## src/rtl/cnn_pool_stream.sv

```systemverilog
// Streaming 2x2/stride-2 signed max-pool over an IMG_W x IMG_H raster frame.
// Optional build macro POOL_RELU_EN clamps every input pixel to >= 0 before pooling.
module cnn_pool_stream #(
    parameter int DATA_W = 32,
    parameter int IMG_W  = 24,
    parameter int IMG_H  = 24
) (
    input  logic                     clk,
    input  logic                     rst,
    input  logic                     enable,
    input  logic signed [DATA_W-1:0] in_data,
    input  logic                     in_valid,
    output logic                     in_ready,
    output logic signed [DATA_W-1:0] out_data,
    output logic                     out_valid,
    input  logic                     out_ready,
    output logic                     done
);
    localparam int CW = (IMG_W > 2) ? $clog2(IMG_W) : 2;
    localparam int RW = (IMG_H > 2) ? $clog2(IMG_H) : 1;
    localparam int LW = CW - 1;

    typedef enum logic [1:0] {IDLE, RUN, DRAIN, DONE} state_e;

    state_e                     state_q;
    logic [CW-1:0]              col_q, col_d;
    logic [RW-1:0]              row_q, row_d;
    logic signed [DATA_W-1:0]   hold_q;
    logic signed [DATA_W-1:0]   out_data_q, out_data_d;
    logic                       out_valid_q, out_valid_d;
    logic signed [DATA_W-1:0]   linebuf [IMG_W/2];

    logic signed [DATA_W-1:0]   px, lb_rd, pair_max, quad_max;
    logic [LW-1:0]              lb_idx;
    logic                       accept, last_col, last_row, emit;

    function automatic logic signed [DATA_W-1:0] smax(input logic signed [DATA_W-1:0] a,
                                                      input logic signed [DATA_W-1:0] b);
        return (a > b) ? a : b;
    endfunction

    assign in_ready  = (state_q == RUN) && (!out_valid_q || out_ready);
    assign accept    = in_valid && in_ready;
    assign last_col  = (col_q == CW'(IMG_W - 1));
    assign last_row  = (row_q == RW'(IMG_H - 1));
    assign lb_idx    = col_q[CW-1:1];
    assign lb_rd     = linebuf[lb_idx];
    assign pair_max  = smax(hold_q, px);
    assign quad_max  = smax(lb_rd, pair_max);
    // A pooled result completes on the odd column of an odd row.
    assign emit      = accept && col_q[0] && row_q[0];
    assign out_data  = out_data_q;
    assign out_valid = out_valid_q;
    assign done      = (state_q == DONE);

    always_comb begin
`ifdef POOL_RELU_EN
        px = in_data[DATA_W-1] ? '0 : in_data;
`else
        px = in_data;
`endif
        col_d = col_q;
        row_d = row_q;
        if (accept) begin
            if (last_col) begin
                col_d = '0;
                row_d = last_row ? '0 : row_q + 1'b1;
            end else begin
                col_d = col_q + 1'b1;
            end
        end
        out_data_d  = out_data_q;
        out_valid_d = out_valid_q;
        if (emit) begin
            out_data_d  = quad_max;
            out_valid_d = 1'b1;
        end else if (out_ready) begin
            out_valid_d = 1'b0;
        end
    end

    always_ff @(posedge clk or negedge rst) begin
        if (!rst) begin
            state_q     <= IDLE;
            col_q       <= '0;
            row_q       <= '0;
            hold_q      <= '0;
            out_data_q  <= '0;
            out_valid_q <= 1'b0;
        end else begin
            col_q       <= col_d;
            row_q       <= row_d;
            out_data_q  <= out_data_d;
            out_valid_q <= out_valid_d;
            if (accept && !col_q[0]) hold_q <= px;
            case (state_q)
                IDLE: if (enable) begin
                    state_q <= RUN;
                    col_q   <= '0;
                    row_q   <= '0;
                end
                RUN:   if (accept && last_col && last_row) state_q <= DRAIN;
                DRAIN: if (out_valid_q && out_ready) state_q <= DONE;
                DONE:  state_q <= IDLE;
                default: state_q <= IDLE;
            endcase
        end
    end

    // Line buffer holds the even-row pair maxima; written before any odd-row read.
    always_ff @(posedge clk) begin
        if (accept && col_q[0] && !row_q[0]) linebuf[lb_idx] <= pair_max;
    end
endmodule

```

## config.mk

```make
export PLATFORM = sky130hd
export DESIGN_NAME = cnn_pool_stream
export DESIGN_NICKNAME = d
export VERILOG_FILES = /design/src/rtl/cnn_pool_stream.sv
export SDC_FILE = /design/constraint.sdc
export NUM_CORES = 1
export LEC_CHECK = 0
export CAP_MARGIN = 20
export CORE_ASPECT_RATIO = 0.6
export CORE_UTILIZATION = 45
export DETAILED_ROUTE_END_ITERATION = 10
export GPL_TIMING_DRIVEN = 0
export PLACE_DENSITY = 0.67
export REMOVE_ABC_BUFFERS = 1
export SLEW_MARGIN = 5
export SYNTH_ARGS = -nofsm -noshare
export SYNTH_HDL_FRONTEND = slang
export SYNTH_SLANG_ARGS = --single-unit
export TNS_END_PERCENT = 20
```

## constraint.sdc

```tcl
create_clock -name clk -period 12.14 [get_ports clk]
set_input_delay 1.214 -clock clk [delete_from_list [all_inputs] [get_ports clk]]
set_output_delay 1.214 -clock clk [all_outputs]
set_load 0.01 [all_outputs]
```

=== Word level (Yosys, flattened, before mapping) ===
Memories as Yosys holds them, arrays and structs flattened.
Index checks and enable logic that the tools add are counted.

* Register bits after elaboration: 77
* RAM bits: 384
* Input port bits: 37
* Output and inout bits: 35
* Logic and storage cells: 54
* Memories kept: 1

* Add/subtract/negate cells: 2
* Order comparisons: 2
* Equality and inequality tests: 8
* Multiplexer cells: 19
* Reduce and logical (&&, ||, !) cells: 16

{| class="wikitable"
|+ Memory list
! name !! words !! width !! read ports !! clocked after memory_dff !! write ports !! line !! source
|-
| linebuf || 12 || 32 || 1 || 0 || 1 || 31 || <nowiki>logic signed [DATA_W-1:0] linebuf [IMG_W/2];</nowiki>
|}

{| class="wikitable"
|+ Operators by type and width
! operator !! number
|-
| 32-bit > comparator || 2
|-
| 32-bit 2-to-1 mux || 2
|-
| 5-bit 2-to-1 mux || 9
|-
| 5-bit by 1-bit adder with 5-bit output (second input constant) || 2
|-
| 5-bit equality test (second input constant) || 2
|-
| 1-bit logical AND || 9
|-
| 2-bit one-hot mux with 4 select lines || 1
|-
| 2-bit 2-to-1 mux || 3
|-
| 2-bit equality test (second input constant) || 2
|-
| 1-bit 2-to-1 mux || 4
|-
| 2-bit != test (second input constant) || 2
|-
| 1-bit logical NOT || 3
|-
| 3-bit AND reduction || 1
|-
| 2-bit by 1-bit equality test with 1-bit output (second input constant) || 1
|-
| 2-bit logical NOT || 1
|-
| 2-bit by 1-bit != test with 1-bit output (second input constant) || 1
|-
| 2-bit nonzero test || 1
|-
| 1-bit logical OR || 1
|}

=== Longest topological paths before layout ===
* Word-level depth: 8
* Gate-level depth with buffers: 19
* Depth with buffers taken out: 17

=== Least setup slack after synthesis ===
Ideal clock, no wire load.

* Kind: in2reg
* From: input port in_data[14]
* To: register out_data_q[10] (netlist: out_data[10])
* Setup time: 0.128 ns
* Arrival: 4.942 ns
* Data required time: 12.012 ns
* Path slack: 7.069 ns
* Cell stages on the path: 19
* Path buffers: 2
* Cell sequence: inv_1 ha_1 nand4_2 nor4_2 a21boi_2 o32ai_1 a211o_1 buf_6 mux2_2 inv_1 ha_1 a21oi_1 o21ai_1 a2111oi_0 a311oi_1 a211oi_2 or2_1 buf_2 o21ai_1

* Cells in the longest elaborated chain, start to end: 4

{| class="wikitable"
|+ RTL lines
! element !! line !! source
|-
| start, declared || 11 || <nowiki>input logic signed [DATA_W-1:0] in_data,</nowiki>
|-
| 32-bit > comparator || 39 || <nowiki>return (a > b) ? a : b;</nowiki>
|-
| 32-bit 2-to-1 mux || 39 ||
|-
| via pair_max[31] || 33 || <nowiki>logic signed [DATA_W-1:0] px, lb_rd, pair_max, quad_max;</nowiki>
|-
| 32-bit > comparator || 39 ||
|-
| 32-bit 2-to-1 mux || 39 ||
|-
| end signal, assigned || 93 || <nowiki>out_data_q <= out_data_d;</nowiki>
|-
| end, declared || 29 || <nowiki>logic signed [DATA_W-1:0] out_data_q, out_data_d;</nowiki>
|}

The timed path passes the listed nets, and every way through them passes these cells.
A chain may end at the register's enable or synchronous reset.

=== Worst setup path in the final report ===
* From: input port in_data[13]
* To: register out_data_q[1] (netlist: out_data[1])

Same word-level chain as after synthesis.

==> results by group <==
Floorplan
  – Core Area: 43400 µm²
  – Die area: 45000 µm²
  – Chip width: 273 µm
  – Initial core utilization: between 40 and 50%
  – Die Y: ~160 µm
  – Row cnt: 59
  – Ports: 72

Placed design
  – Post-Place Worst Slack: ~3.8 ns
  – Post-Place Cell Area: 21700 µm²
  – I/O Buffers: 71
  – Half-perimeter wire length after placement: 29300 µm
  – Final Wtd Congestion: slightly below 0.8

Worst setup path
  – CP max FO: 21
  – Critical-path top delay cell: a2111oi_0
  – Delay-heaviest family, CP: compound AO/OA/AOI/OAI gates
  – Crit end category: register
  – Critical Path Max Stage Delay: roughly 0.9 ns
  – Critical path class: input pin to register
  – CP Data Arrival Time: 8.28 ns
  – Cells along the critical path: clkdlybuf4s50_1 -> inv_1 -> ha_1 -> nand4_2 -> nor4_2 -> a21boi_2 -> o32ai_1 -> a211o_2 -> buf_12 -> mux2_2 -> inv_1 -> ha_1 -> a21oi_1 -> o21ai_1 -> a2111oi_0 -> a311oi_1 -> a211oi_4 -> buf_8 -> or2_2 -> buf_12 -> o21ai_1
  – Worst flop-to-flop path startpoint: hold_q[14]$_DFFE_PN0P_
  – Buffer and inverter count on the worst path: 6
  – Worst Path Required: 12.54 ns
  – Critical Path Source Type: input pin
  – CP startpoint: in_data[13]

Worst hold path
  – HP Start: hold_q[27]$_DFFE_PN0P_
  – Hold/Removal Path Class: register to register

Detailed routing
  – Average wire per standard cell: 23.9 µm
  – First DRT Iteration DRCs: 1071
  – Number of remaining DRC errors: 0
  – Via density: 5.70
  – Via count: 10955
  – Post-route ant nets: 0
  – Pre-Repair DR Iteration Count: 5
  – Total Wirelength: 45900 µm

Synthesis
  – Seq/Total Area, Yosys: 67.8%
  – Main synth FF type: edfxtp_1
  – Synthesized area: 19900 µm²
  – Distinct cells, synth: 54
  – Number of flops mapped to enable cells by yosys: 384
  – Synth warn: 0
  – Syn Inst Count: 1218
  – Syn Area/Cell: 16.3 µm²
  – Synth Register Bits: between 400 and 500
  – Ys async rst share: between 15 and 20%

Clock tree
  – H-tree depth: 2
  – Hold_buf cts: 0
  – Setup bufs post-CTS: 0
  – Clk pin slew, worst setup/hold paths: 0.06 ns
  – Skew-Pair Late Insertion Delay: 0.57 ns
  – CTS Buffer Depth: 3
  – CTS Buf Count: 44
  – Num Clock Sinks: 461
  – CTS tree: done
  – CTS Root Cell: clkbuf_16
  – Post-cts sizing count: 0

GRT
  – GRT overflow: 0
  – Antenna violations before repair: 0
  – Vias in the first global route: 11058
  – Largest net degree at the start of global routing: 55
  – First-pass GRT wire length: 69900 µm
  – GRT Total Usage: between 20% and 30%

STA
  – Max-Slew Margin vs Limit: 30.9%
  – Period minus WS final: 7.87 ns
  – Final setup viols: 0
  – Worst Tran Pin Value: 1.01 ns
  – Final period util: 64.8%
  – Post-Route Skew: 0.0297 ns
  – Fmax: 127 MHz
  – Fin worst setup slack: about 4.3 ns
  – RSZ-0062 raised after global routing: false
  – Max-slew violations: 0
  – Final hold viol count: 0
  – Hold WS: 0.508 ns

Layout
  – Layout cells sized above 1: approximately 16%
  – Design area: 23100 µm²
  – Nets: 1414
  – Fin util: a little over half
  – Diodes inserted: 0
  – Area grow syn2layout: 16.2%

Pwr
  – IR drop worst, VDD: ~130 µV
  – Cell area power density: 225 nW/µm²
  – Leakage power: 8.03 nW

Job
  – Max_cap viols: 0

Outcome
  – Status: finished clean
## path summary, 6_finish.rpt
check / to / slack (ns) / cells after the start
worst max register to register: out_data[1]$_DFFE_PN0P_ / 5.07 / 19
max in group asynchronous: hold_q[22]$_DFFE_PN0P_ / 10.82 / 2
worst max-delay path: out_data[1]$_DFFE_PN0P_ / 4.27 / 21
worst min-delay path: hold_q[27]$_DFFE_PN0P_ / 0.51 / 2
worst min register to register: hold_q[27]$_DFFE_PN0P_ / 0.51 / 2
min in group asynchronous: out_data[8]$_DFFE_PN0P_ / 0.65 / 1
## tightest hold or removal path, delay by kind of cell, from the launching register on
kind	cells	cell delay (ns)
flip-flops	1	0.36
AO/OA/AOI/OAI	1	0.06
AND/OR/NAND/NOR	1	0.05
## where the power goes
part | internal (W) | total [W] | switching, W
sequential | 0.00206 | 0.00216 | 0.000101
clock | 0.000763 | 0.00134 | 0.000581
combinational | 0.000659 | 0.00168 | 0.00102
total | 0.00348 | 0.00518 | 0.00170
## layout by cell type, fill, tap and decap left out, types with 4 or more instances in the layout
master | synthesis | final
a21oi_1 | 34 | 34
a22oi_1 | 32 | 32
buf_12 | 0 | 13
buf_16 | 0 | 5
buf_4 | 3 | 7
buf_6 | 1 | 5
buf_8 | 0 | 4
clkbuf_1 | 33 | 16
clkbuf_16 | 0 | 45
clkdlybuf4s50_1 | 0 | 70
clkinv_1 | 0 | 7
clkinv_2 | 0 | 5
dfrtp_1 | 77 | 73
edfxtp_1 | 384 | 384
ha_1 | 71 | 71
inv_1 | 70 | 70
mux2_2 | 4 | 4
mux2i_1 | 65 | 65
mux4_2 | 96 | 96
nand2_1 | 87 | 87
nand2b_1 | 5 | 4
nand4_1 | 13 | 13
nor2_1 | 25 | 16
nor2_4 | 0 | 9
nor2b_1 | 33 | 33
nor3_1 | 7 | 4
nor3_2 | 1 | 4
o21a_1 | 5 | 5
o21ai_0 | 69 | 69
o21ai_1 | 33 | 33
## state kept, by name (all words and copies together) (netlist names)
name	cells
linebuf	384
hold_q	32
out_data	32
col_q	5
row_q	5
state_q	2
out_valid	1
## layout make-up
cell class	instances	area (µm²)
Sequential cell	461	13500
Tap cell	579	724
Multi-Input combinational cell	625	5960
Clock inverter	19	175
Timing Repair Buffer	104	1270
Clock buffer	63	1210
Inverter	70	263
Fill cell	3446	20300
## Yosys cell counts, drive strengths merged, types with 8 or more instances
master / count / area [µm²]
a21oi: 34 / 170
mux2i: 65 / 651
a22oi: 32 / 240
nand4: 14 / 93.8
mux4: 96 / 2160
o21ai: 102 / 510
ha: 71 / 888
nor3: 8 / 45.0
inv: 70 / 263
dfrtp: 77 / 1930
edfxtp: 384 / 11500
nor2b: 33 / 206
clkbuf: 33 / 124
nor2: 25 / 93.8
buf: 29 / 151
nand2: 87 / 327
## per-layer routing
metal	track usage [%]	share of wire, %	vias up
li1	-	-	4888
met1	30.9	45	5623
met2	33.2	46	384
met3	3.78	6.8	60
met4	4.32	1.5	0
met5	0	0	-
## stage by stage
step | power [W] | TNS (ns) | instances
2_1_floorplan | 0.00329 | 0 | 1156
6_report | 0.00518 | 0 | 1921
5_1_grt | 0.00545 | 0 | 1921
4_1_cts | 0.00520 | 0 | 1921
3_3_place_gp | 0.00380 | -166.58 | 1806
3_5_place_dp | 0.00386 | 0 | 1839
## cell families after synthesis
kind of cell	count (synthesis)	synth area share (%)
AO/OA/AOI/OAI	191	5.65
XOR/XNOR	4	0.176
adder cells (fa/ha/maj)	71	4.47
buffers and inverters	132	2.71
flip-flops	461	67.8
multiplexers	166	14.5
AND/OR/NAND/NOR	193	4.73
Note: power is estimated with default switching activity, not from simulation.
